## src/rtl/obi_bram_ctrl.sv

```systemverilog
// obi_bram_ctrl: OBI slave that maps cv32e40p bus accesses onto a simple
// dual-port byte-write BRAM and returns fixed-latency, in-order responses.
// Ports: clk_i/rst_i; OBI req/gnt/addr/we/be/wdata -> rvalid/rdata/err;
// RAM write port a (addra/dina/wea); RAM read port b (addrb/enb/regceb/rstb/doutb);
// wrapping debug counters rd_count_o, wr_count_o, err_count_o.
module obi_bram_ctrl #(
    parameter int unsigned ADDR_WIDTH = 17,
    parameter logic [31:0] BASE_ADDR  = 32'h0000_0000,
    parameter int unsigned RD_LATENCY = 1
) (
    input  logic                  clk_i,
    input  logic                  rst_i,
    input  logic                  req_i,
    output logic                  gnt_o,
    input  logic [31:0]           addr_i,
    input  logic                  we_i,
    input  logic [3:0]            be_i,
    input  logic [31:0]           wdata_i,
    output logic                  rvalid_o,
    output logic [31:0]           rdata_o,
    output logic                  err_o,
    output logic [ADDR_WIDTH-1:0] ram_addra_o,
    output logic [31:0]           ram_dina_o,
    output logic [3:0]            ram_wea_o,
    output logic [ADDR_WIDTH-1:0] ram_addrb_o,
    output logic                  ram_enb_o,
    output logic                  ram_regceb_o,
    output logic                  ram_rstb_o,
    input  logic [31:0]           ram_doutb_i,
    output logic [31:0]           rd_count_o,
    output logic [31:0]           wr_count_o,
    output logic [31:0]           err_count_o
);

    localparam int unsigned LAST      = RD_LATENCY - 1;
    localparam logic [32:0] WIN_BYTES = 33'd4 << ADDR_WIDTH;

    if (RD_LATENCY != 1 && RD_LATENCY != 2) begin : g_bad_latency
        $error("obi_bram_ctrl: RD_LATENCY must be 1 or 2");
    end
    if (ADDR_WIDTH < 1 || ADDR_WIDTH > 30) begin : g_bad_width
        $error("obi_bram_ctrl: ADDR_WIDTH must be 1..30");
    end

    logic [32:0]           w_off;
    logic                  w_in_range;
    logic                  w_acc;
    logic [ADDR_WIDTH-1:0] w_word;

    assign gnt_o = req_i & ~rst_i;
    assign w_acc = req_i & gnt_o;

    // 33-bit offset: an address below BASE_ADDR wraps into bit 32 and
    // can never look like an in-window hit.
    assign w_off      = {1'b0, addr_i} - {1'b0, BASE_ADDR};
    assign w_in_range = w_off < WIN_BYTES;
    assign w_word     = w_off[ADDR_WIDTH+1:2];

    assign ram_addra_o = w_word;
    assign ram_dina_o  = wdata_i;
    assign ram_wea_o   = (w_acc & we_i & w_in_range) ? be_i : 4'h0;
    assign ram_addrb_o = w_word;
    assign ram_enb_o   = w_acc & ~we_i & w_in_range;
    assign ram_rstb_o  = rst_i;

    logic [RD_LATENCY-1:0] r_vld;
    logic [RD_LATENCY-1:0] r_rd;
    logic [RD_LATENCY-1:0] r_err;
    logic [RD_LATENCY:0]   w_vld_in;
    logic [RD_LATENCY:0]   w_rd_in;
    logic [RD_LATENCY:0]   w_err_in;
    logic [31:0]           r_rd_cnt;
    logic [31:0]           r_wr_cnt;
    logic [31:0]           r_err_cnt;

    // Bit 0 is the accept entering the pipe, the top bit the response leaving it.
    assign w_vld_in = {r_vld, w_acc};
    assign w_rd_in  = {r_rd, ~we_i};
    assign w_err_in = {r_err, ~w_in_range};

    always_ff @(posedge clk_i or posedge rst_i) begin
        if (rst_i) begin
            r_vld     <= '0;
            r_rd      <= '0;
            r_err     <= '0;
            r_rd_cnt  <= '0;
            r_wr_cnt  <= '0;
            r_err_cnt <= '0;
        end else begin
            r_vld     <= w_vld_in[LAST:0];
            r_rd      <= w_rd_in[LAST:0];
            r_err     <= w_err_in[LAST:0];
            r_rd_cnt  <= r_rd_cnt + {31'd0, w_acc & ~we_i & w_in_range};
            r_wr_cnt  <= r_wr_cnt + {31'd0, w_acc & we_i & w_in_range};
            // Counted as the error enters the last stage, so the count
            // already includes it in the cycle the response is presented.
            r_err_cnt <= r_err_cnt + {31'd0, w_vld_in[LAST] & w_err_in[LAST]};
        end
    end

    logic w_rsp_vld;
    logic w_rsp_rd;
    logic w_rsp_err;

    assign w_rsp_vld = w_vld_in[RD_LATENCY];
    assign w_rsp_rd  = w_rd_in[RD_LATENCY];
    assign w_rsp_err = w_err_in[RD_LATENCY];

    assign rvalid_o = w_rsp_vld;
    assign err_o    = w_rsp_vld & w_rsp_err;
    assign rdata_o  = (w_rsp_vld & w_rsp_rd & ~w_rsp_err) ? ram_doutb_i : 32'h0;

    // The RAM output register only exists in HIGH_PERFORMANCE mode.
    if (RD_LATENCY == 2) begin : g_hp
        assign ram_regceb_o = r_vld[0] & r_rd[0] & ~r_err[0];
    end else begin : g_ll
        assign ram_regceb_o = 1'b0;
    end

    assign rd_count_o  = r_rd_cnt;
    assign wr_count_o  = r_wr_cnt;
    assign err_count_o = r_err_cnt;

endmodule

```

## config.mk

```make
export PLATFORM = sky130hd
export DESIGN_NAME = obi_bram_ctrl
export DESIGN_NICKNAME = d
export VERILOG_FILES = /design/src/rtl/obi_bram_ctrl.sv
export SDC_FILE = /design/constraint.sdc
export NUM_CORES = 1
export LEC_CHECK = 0
export ABC_AREA = 1
export BUFFER_PORTS_ARGS = -buffer_cell sky130_fd_sc_hd__buf_2
export CAP_MARGIN = 20
export CORE_MARGIN = 8
export CORE_UTILIZATION = 40
export DETAILED_ROUTE_END_ITERATION = 10
export PLACE_DENSITY_LB_ADDON = 0.08
export SLEW_MARGIN = 15
export SYNTH_ARGS = -nofsm -noshare
export SYNTH_HDL_FRONTEND = slang
export SYNTH_SLANG_ARGS = --single-unit
```

## constraint.sdc

```tcl
create_clock -name clk_i -period 8.2 [get_ports clk_i]
set_input_delay 1.64 -clock clk_i [delete_from_list [all_inputs] [get_ports clk_i]]
set_output_delay 1.64 -clock clk_i [all_outputs]
set_load 0.05 [all_outputs]
```

* Yosys cells after proc, flatten, opt, wreduce, memory -nomap -nowiden
Cells that the tools add are included.
** Cells by class
- Add/subtract/negate cells :: 3
- Magnitude comparators :: 1
- Multiplexer cells :: 2
- Bitwise gates (word level) :: 14
** Operator list (count)
- adder 32 x 1 -> 32 bit :: 3
- less-than comparator 32 x 20 -> 1 bit, second input constant :: 1
- 2-to-1 mux 32 bit :: 1
- AND 1 bit :: 10
- 2-to-1 mux 4 bit :: 1
- NOT 1 bit :: 4
** Word-level totals
- Flip-flop bits (word level) :: 99
- Input bits :: 104
- Output and inout port bits :: 204

* Depth between registers and ports, before layout
- Depth after elaboration :: 6
- Depth in mapped cells :: 14
- Mapped depth without buffers :: 14

* Worst setup path after synthesis
Ideal clock, no wire load.
- Kind :: input to output
- From :: in req_i
- To :: out ram_wea_o[0]
- Arrival time :: 3417 ps
- Path slack :: 3143 ps
- Stages :: 4
- Buffers on the path :: 0
- Cells stage by stage :: inv_1 nor2_1 nand4_1 nor2_1
** On the way
- Cells in the longest elaborated chain, start to end :: 5
** RTL lines
- start, declared :: RTL line 13 : input logic req_i,
- AND 1 bit :: RTL line 50 : assign gnt_o = req_i & ~rst_i;
- named net gnt_o :: RTL line 14 : output logic gnt_o,
- AND 1 bit :: RTL line 51 : assign w_acc = req_i & gnt_o;
- AND 1 bit (2 in series) :: RTL line 61 : assign ram_wea_o = (w_acc & we_i & w_in_range) ? be_i : 4'h0;
- 2-to-1 mux 4 bit :: RTL line 61
- end, declared :: RTL line 24 : output logic [3:0] ram_wea_o,
The timed path passes the listed nets, and every way through them passes these cells.

* Worst setup path after layout
- From :: in addr_i[29]
- To :: out ram_wea_o[2]
** On the way
- Cells in the longest elaborated chain, start to end :: 3
** RTL lines
- start, declared :: RTL line 15 : input logic [31:0] addr_i,
- less-than comparator 32 x 20 -> 1 bit :: RTL line 56 : assign w_in_range = w_off < WIN_BYTES;
- AND 1 bit :: RTL line 61
- 2-to-1 mux 4 bit :: RTL line 61
No other way between the ends.

==> impl_metrics.ini <==
[sta]
finalSetupViolations = 0
finalSetupTns_ps = 0
holdWs_ps = 494.6
timing.final.hold_violations = 0
grt_setup_unrepaired = no
fin_skew_ps = 7.214
worst_pin_slew_ps = 903.6
final_min_period_over_clock_period_pct = 55.68
slew_headroom_pct = 39.76
timing_max_transition_violations_final = 0
fin_crit_ps = 4566
achievable-frequency_ghz = 0.2190

[worst_setup_path]
worstPathMaxFanout = 5
reg2reg_depth = 9
worstPathRequired_ps = 6560
critPathLaunchType = input port
critical_path.endpoint_type = output pin
worst_ep_arrival_time_ps = 2930
r2r-end = err_count_o[20]
reg2reg_setup_slack_ps = 6420
worstReg2RegStart = err_count_o[0]
path_class = in -> out

[global_routing]
wire_length_of_the_first_global_routing_pass_mm = 27.97
groute.usage.overall_pct = 17.49
grt.overflow.total = 0
grt_max_degree = 71
grt_pass1_vias = 5364
initial_antenna_violation_count = 0

[synth]
post_synth_inst_count = 871
synth.net_count = 981
ys_seq_area_share_pct = 39.51
number_of_unique_standard_cell_types_used_by_synthesis = 21
postSynthAreaPerCell_um2 = 7.198
synth_area_um2 = 6270
synth-seq-cells = 99
synth-warning-count = 0

[die]
initial_utilization_pct = 41.09
core_area_um2 = 15260
die_width_um = 141.2
i_o_pins = 308
height_of_the_die_um = 141.2
num_rows = 45
die_area_um2 = 19940

[hold_path]
timing.hold.worst_endpoint = wr_count_o[31]
worstHoldPathType = reg -> reg
holdPathStages = 2
worstHoldStart = wr_count_o[31]

[detailed_routing]
drt_wl_total_mm = 17.47
post_drt_via_cell_ratio = 4.433
post_route_drc_violation_count = 0
drtPass1Iterations = 6
antenna_violating_nets_remaining = 0
first_iter_violations = 218
num_vias = 5400
wl_per_instance_um = 14.34

[place]
port_buffer_cells = 189
post-dp-hpwl_mm = 14.15
place_inst = 1201
weighted_congestion_reported_at_the_end_of_routability_driven_placement = 0.8403

[layout]
net_total_in_the_final_layout = 1112
mostFrequentLayoutCell = sky130_fd_sc_hd__nand2_1
drive_gt1_share_pct = 24.63
number_of_cells_in_the_finished_layout_apart_from_fillers = 1218
num_antenna_cells = 0
fin_util_pct = 47.97
most_frequent_cells_in_the_layout = sky130_fd_sc_hd__nand2_1, sky130_fd_sc_hd__buf_2, sky130_fd_sc_hd__nor2_1
num-fill-cells = 1566
areaGrowthSynthToFinish_pct = 16.74

[clock_network]
clkSlewWorstSetupHoldPaths_ps = 70
tritoncts_buffers = 9
cts.htree.levels = 3
cts-root-to-sink-buffers = 2
postCtsResizedCells = 0
clkSinkCount = 99
clock_latency_on_the_worst_skew_pair_ps = 350
post_cts_hold_buffer_count = 0
clock_tree.root_cell = sky130_fd_sc_hd__clkbuf_16
cts_setup_buffers = 0
clock_tree_from_tritoncts = yes

[flow_run]
cap_viol_max_count = 0

[power_and_ir_drop]
ir_worst_vdd_mv = 0.1116
pwr_per_cell_area_nw_per_um2 = 155.6
cellLeakagePower_uw = 0.003994

[outcome]
outcome = finished, final reports clean
## worst max path at each step
stage                     startpoint            to  cells past startpoint
after CTS                 addr_i[29]  ram_wea_o[2]                      7
final                     addr_i[29]  ram_wea_o[2]                      7
after detailed placement  addr_i[29]  ram_wea_o[2]                      7
after global placement    addr_i[29]  ram_wea_o[2]                      7
after global routing      addr_i[31]  ram_wea_o[1]                      7
after floorplan                req_i  ram_wea_o[0]                      4
## synthesized netlist by cell type
cell type | number | area share (%)
sky130_fd_sc_hd__a21boi_0 | 1 | 0.12
sky130_fd_sc_hd__buf_4 | 68 | 8.1
sky130_fd_sc_hd__clkbuf_1 | 3 | 0.18
sky130_fd_sc_hd__conb_1 | 1 | 0.060
sky130_fd_sc_hd__dfrtp_1 | 99 | 40
sky130_fd_sc_hd__ha_1 | 6 | 1.2
sky130_fd_sc_hd__inv_1 | 103 | 6.2
sky130_fd_sc_hd__nand2_1 | 285 | 17
sky130_fd_sc_hd__nand2_2 | 9 | 0.90
sky130_fd_sc_hd__nand2_4 | 4 | 0.72
sky130_fd_sc_hd__nand3_1 | 30 | 2.4
sky130_fd_sc_hd__nand3b_1 | 23 | 2.8
sky130_fd_sc_hd__nand4_1 | 1 | 0.10
sky130_fd_sc_hd__nor2_1 | 162 | 9.7
sky130_fd_sc_hd__nor2_2 | 11 | 1.1
sky130_fd_sc_hd__nor2_4 | 13 | 2.3
sky130_fd_sc_hd__nor2_8 | 2 | 0.64
sky130_fd_sc_hd__o21ai_0 | 5 | 0.40
sky130_fd_sc_hd__xnor2_1 | 21 | 2.9
sky130_fd_sc_hd__xor2_1 | 22 | 3.1
sky130_fd_sc_hd__xor2_2 | 2 | 0.52
## where the power goes
group	switching, µW	total, µW	internal (µW)
registers	19.4	522	502
clock network	193	492	299
logic	93.8	125	31.2
## per-layer routing
layer  vias to the layer above  global-route usage, %  wire [µm]
li1                       2810                      -          -
met1                      2382                  20.49       7378
met2                       168                  29.86       8318
met3                        40                  4.794       1309
met4                         0                  6.787        461
met5                         -                      0          0
## area by class of cell
class,count,area (µm²),share of cell area (%)
Timing Repair Buffer,191,964.7,13.18
Inverter,103,389.1,5.316
Tap cell,211,264.0,3.607
Multi-Input combinational cell,598,2884,39.40
Sequential cell,99,2477,33.85
Clock buffer,10,229.0,3.128
Clock inverter,6,111.4,1.521
## per-stage QoR
step	instance area, µm²	total power, µW	setup slack, ps
3_5_place_dp	6968	659.6	3561
5_1_grt	7320	1185	3445
6_report	7320	1139	3634
4_1_cts	7308	1158	3558
2_1_floorplan	6270	699.0	3143
3_3_place_gp	6968	659.4	3583
## logic make-up after synthesis
| family | synth area share, % |
|---|---|
| adders and majority gates | 1.197 |
| xor gates and xnor gates | 6.526 |
| and+or+nand+nor | 37.70 |
| buffers and inverters | 14.49 |
| AOI/OAI and AO/OA | 0.5188 |
| DFF | 39.51 |
| other | 0.05981 |
## state kept, by name, summed over array words and instances, names as in the netlist
| name | flops |
|---|---|
| wr_count_o | 32 |
| r_rd | 1 |
| rd_count_o | 32 |
| rvalid_o | 1 |
| r_err | 1 |
| err_count_o | 32 |
## worst max-delay path, stage by stage
cell and delay, ps:
sky130_fd_sc_hd__buf_2 100, sky130_fd_sc_hd__nor2_1 90, sky130_fd_sc_hd__nand2_1 60, sky130_fd_sc_hd__nor2_1 230
sky130_fd_sc_hd__nand4_1 350, sky130_fd_sc_hd__nor2_1 170, sky130_fd_sc_hd__buf_2 280
Note: power is estimated with default switching activity, not from simulation.
